<file path="config.mk">
export PLATFORM = sky130hd
export DESIGN_NAME = gpr_rf
export DESIGN_NICKNAME = d
export VERILOG_FILES = /design/src/rtl/gpr_pkg.sv /design/src/rtl/gpr_read_port.sv /design/src/rtl/gpr_rf.sv
export SDC_FILE = /design/constraint.sdc
export NUM_CORES = 2
export LEC_CHECK = 0
export ABC_AREA = 1
export ABC_CLOCK_PERIOD_IN_PS = 4800
export CORE_MARGIN = 3
export CORE_UTILIZATION = 42
export DETAILED_ROUTE_END_ITERATION = 10
export PLACE_DENSITY = 0.6
export SYNTH_ARGS = -nofsm -noshare
export SYNTH_HDL_FRONTEND = slang
export SYNTH_SLANG_ARGS = --single-unit
</file>
<file path="constraint.sdc">
create_clock -name clk -period 4.8 [get_ports clk]
set_clock_uncertainty 0.15 [all_clocks]
set_input_delay 0.96 -clock clk [delete_from_list [all_inputs] [get_ports clk]]
set_output_delay 0.96 -clock clk [all_outputs]
set_load 0.02 [all_outputs]
</file>
<file path="src/rtl/gpr_pkg.sv">
// gpr_pkg: shared widths, register count and types for the gpr_rf register file.
package gpr_pkg;
    localparam int DATA_W   = 32;
    localparam int ADDR_W   = 5;
    localparam int NUM_REGS = 2**ADDR_W;
    localparam logic [4:0] ZERO_REG = 5'd0;
    typedef logic [ADDR_W-1:0] gpr_addr_t;
    typedef logic [DATA_W-1:0] gpr_data_t;
endpackage

</file>
<file path="src/rtl/gpr_read_port.sv">
// gpr_read_port: one combinational read port with r0 forced to zero.
// Optional write-to-read forwarding when GPR_BYPASS_EN is defined.
module gpr_read_port #(
    parameter int DATA_W = gpr_pkg::DATA_W,
    parameter int ADDR_W = gpr_pkg::ADDR_W
) (
    input  logic [ADDR_W-1:0]                   addr,
    input  logic [2**ADDR_W-1:0][DATA_W-1:0]    regs,
    input  logic                                wen,
    input  logic [ADDR_W-1:0]                   waddr,
    input  logic [DATA_W-1:0]                   wdata,
    output logic [DATA_W-1:0]                   data
);
    import gpr_pkg::*;
    logic is_zero;
    assign is_zero = addr == ADDR_W'(ZERO_REG);
`ifdef GPR_BYPASS_EN
    // wen already excludes reset and writes to r0.
    assign data = is_zero ? '0 : (wen && addr == waddr) ? wdata : regs[addr];
`else
    logic unused_bypass;
    assign unused_bypass = &{1'b0, wen, waddr, wdata};
    assign data = is_zero ? '0 : regs[addr];
`endif
endmodule

</file>
<file path="src/rtl/gpr_rf.sv">
// gpr_rf: 32x32 MIPS-lite register file, two combinational read ports, one synchronous write port.
// r0 hardwired to zero; define GPR_BYPASS_EN for same-cycle write-to-read forwarding.
module gpr_rf #(
    parameter int DATA_W = gpr_pkg::DATA_W,
    parameter int ADDR_W = gpr_pkg::ADDR_W
) (
    input  logic              clk,
    input  logic              rst,
    input  logic              SIG_RF_W,
    input  logic [ADDR_W-1:0] reg_read1,
    input  logic [ADDR_W-1:0] reg_read2,
    input  logic [ADDR_W-1:0] reg_write,
    input  logic [DATA_W-1:0] data_write,
    output logic [DATA_W-1:0] reg_data1,
    output logic [DATA_W-1:0] reg_data2
);
    import gpr_pkg::*;
    localparam int N_REGS = 2**ADDR_W;
    logic [DATA_W-1:0]             regs [1:N_REGS-1];
    logic [N_REGS-1:0][DATA_W-1:0] rf_view;
    logic                          wen;
    // Anything other than a clean 1 on SIG_RF_W is treated as no-write.
    assign wen = rst && (SIG_RF_W == 1'b1) && (reg_write != ADDR_W'(ZERO_REG));
    always_ff @(posedge clk or negedge rst) begin
        if (!rst) begin
            for (int k = 1; k < N_REGS; k++) regs[k] <= '0;
        end else if (wen) begin
            regs[reg_write] <= data_write;
        end
    end
    always_comb begin
        rf_view = '0;
        for (int k = 1; k < N_REGS; k++) rf_view[k] = regs[k];
    end
    gpr_read_port #(.DATA_W(DATA_W), .ADDR_W(ADDR_W)) u_rd1 (
        .addr(reg_read1), .regs(rf_view), .wen(wen),
        .waddr(reg_write), .wdata(data_write), .data(reg_data1)
    );
    gpr_read_port #(.DATA_W(DATA_W), .ADDR_W(ADDR_W)) u_rd2 (
        .addr(reg_read2), .regs(rf_view), .wen(wen),
        .waddr(reg_write), .wdata(data_write), .data(reg_data2)
    );
endmodule

</file>
==> qor.yml <==
outcome: "complete, no violations"
netlist_top_cells_count: "nand2_1, nand3_1, dfrtp_1, o21ai_0, inv_1"
layout-drive-gt1-share_pct: 5.432
ioPinCount: 114
io_buffer_count: 113
ys_warn_count: 0
grt_usage_pct: 32.35
first_iter_violations: 7369
holdPathEnd: "regs[523]"
fin_crit_sh_pct: 91.75
path_max_fanout: 38
vias: 56600
cp.arrival_ps: 3290
slew_headroom_pct: 28.19
slew_violations: 0
whs_ps: 328.9
htree_levels: 3
area_growth_pct: 12.00
min_period_ps: 4404
ys_types: 17
finalSetupViolCount: 0
initial_core_util_pct: 42.45
avgSynthCellArea_um2: 6.775
synth_edf_count: 0
timing.rr.end: "regs[967]"
gp_congestion: 0.8864
min_path_cells: 2
first_pass_iters: 9
hpwl_um: 130200
yosysTopAreaCellShare_pct: 44.37
routed_wl_um: 225400
clkPwrFrac_pct: 37.6
post-cts-setup-buffers: 0
syn_nets: 8308
cts_root_buffer: "clkbuf_16"
cts_buffers: 112
synthMostInstantiatedCell: "nand2_1"
antenna_found_initial: 5
yosysTopAreaCell: "dfrtp_1"
clkSlewWorstSetupHoldPaths_ps: 60
top_register: "regs"
swShare_pct: 31.38
reg2reg_slack_ps: 3860
rr_worst_depth: 2
clock-sinks: 992
largest_reg_flops: 992
synth_flop_cell: "dfrtp_1"
hp-class: "flip-flop to flip-flop"
coreArea_um2: 131800
tightest_slew_ps: 1077
synth-seq-cells: 992
critical_path_class: "input port to primary output"
nets: 8028
hp-start: "regs[523]"
power.density_nw_per_um2: 371.6
cp-start-kind: "input port"
switchingPower_mw: 7.306
async_flop_share_pct: 100.0
syn-cell-area_um2: 55940
grt_pass1_wl_um: 338900
rsz0062_at_grt: "no"
peakVddDrop_mv: 0.2750
cellInternalPower_mw: 15.98
hold_violations: 0
power_mw: 23.28
reg_top3: "regs x992"
viasPerCell: 5.763
die-height_um: 371.0
p_leak_nw: 29.90
cts_tree: "built"
maxCapViolCount: 0
route.detailed.drc: 0
grt_max_degree: 145
seqPwrFrac_pct: 43.8
synthTopCellsByArea: "dfrtp_1, nand2_1, nand3_1"
grt_overflow: 0
r2r-start: "regs[967]"
ys_seq_area_share_pct: 44.37
wl_per_cell_um: 22.95
finalSetupTns_ps: 0
p_comb_share_pct: 18.6
chipWidth_um: 371.0
drtAntennaViolNets: 0
rows: 133
grt_pass1_vias: 52860
dieArea_um2: 137600
synth_cells: 8258
worstPathRequired_ps: 3690
clk_path_buf_depth: 3
nFillCells: 13430
clkLatencyLatePin_ps: 740
cp-end-kind: "primary output"
max_freq_mhz: 227.1
## cell usage in the layout, fill, tap and decap left out, types with 4 or more instances in the layout
master and instances:
dfrtp_1 992, buf_4 121, clkbuf_8 26, clkinv_2 15, clkbuf_16 114, nor2_1 138
nand2_4 28, buf_8 5, clkdlybuf4s50_1 76, inv_6 4, clkbuf_1 30, inv_1 617
o21ai_0 992, buf_12 88, a21oi_1 256, nand3_1 1477, bufinv_16 6, inv_2 4
clkinvlp_4 4, nand2_1 3047
## metal layers
metal  GRT usage (%)  vias to the layer above  part of all wire [%]
met2           49.71                     3251                    43
met1           44.48                    26900                    41
met5               0                        -                 0.031
met4           13.01                        8                   4.2
met3           6.770                      579                    11
li1                -                    25860                     -
## critical path, cell delays in order
cell and delay, ps:
buf_8 180, inv_8 160, buf_4 490, nand2_1 130
nand3_1 100, nand2_1 60, nand2_1 50, nand3_1 70
nand2_1 120, nand2_1 70, nand2_1 180, clkdlybuf4s50_1 670
## power groups by stage
stage	Clock, mW	Sequential (mW)	Combinational (mW)
final	8.75	10.2	4.34
after global routing	9.17	10.3	4.91
after CTS	8.86	10.2	4.29
after detailed placement	0	10.3	4.29
after global placement	0	10.3	4.21
after floorplan	0	10.1	2.87
## how the worst max path moves through the flow
stage	start	end	slack (ps)
2_1_floorplan	reg_read2[1]	reg_data2[15]	1470
3_3_place_gp	reg_read2[0]	reg_data2[25]	440
3_5_place_dp	reg_read2[0]	reg_data2[25]	460
4_1_cts	reg_read2[0]	reg_data2[25]	450
5_1_grt	reg_read2[0]	reg_data2[24]	320
6_report	reg_read2[0]	reg_data2[23]	400
## area by class of cell
type	instances	area, um2	share of cell area [%]
Tap cell	1755	2196	3.505
Clock inverter	30	336.6	0.5372
Multi-Input combinational cell	5948	26020	41.53
Timing Repair Buffer	295	3548	5.663
Inverter	629	2401	3.832
Sequential cell	992	24820	39.62
Clock buffer	170	3323	5.304
Antenna cell	2	5.005	0.007988
## stage by stage
| stage | instance area [um2] | instances | util [%] | setup WS (ps) |
|---|---|---|---|---|
| after floorplan | 55940 | 8258 | - | 1466 |
| after global placement | 58980 | 9618 | 44.75 | 441.9 |
| after detailed placement | 58980 | 9618 | 44.75 | 458.3 |
| after CTS | 62650 | 9819 | 47.54 | 448.7 |
| after global routing | 62650 | 9819 | 47.54 | 318.8 |
| final | 62660 | 9821 | 47.54 | 396.1 |
## cell families after synthesis
| family | after synthesis | synth area share, % |
|---|---|---|
| AOI/OAI and AO/OA | 1248 | 11.16 |
| DFF | 992 | 44.37 |
| and+or+nand+nor | 4700 | 35.01 |
| buffers and inverters | 1318 | 9.451 |
## what timing repair did
item / in CTS / in global routing
gates resized for setup: 0 / 0
endpoints found under the setup margin: 0 / 0
endpoints found under the hold margin: 25 / 0
hold buffers: 1 / 0
(Power assumes the default switching activity.)
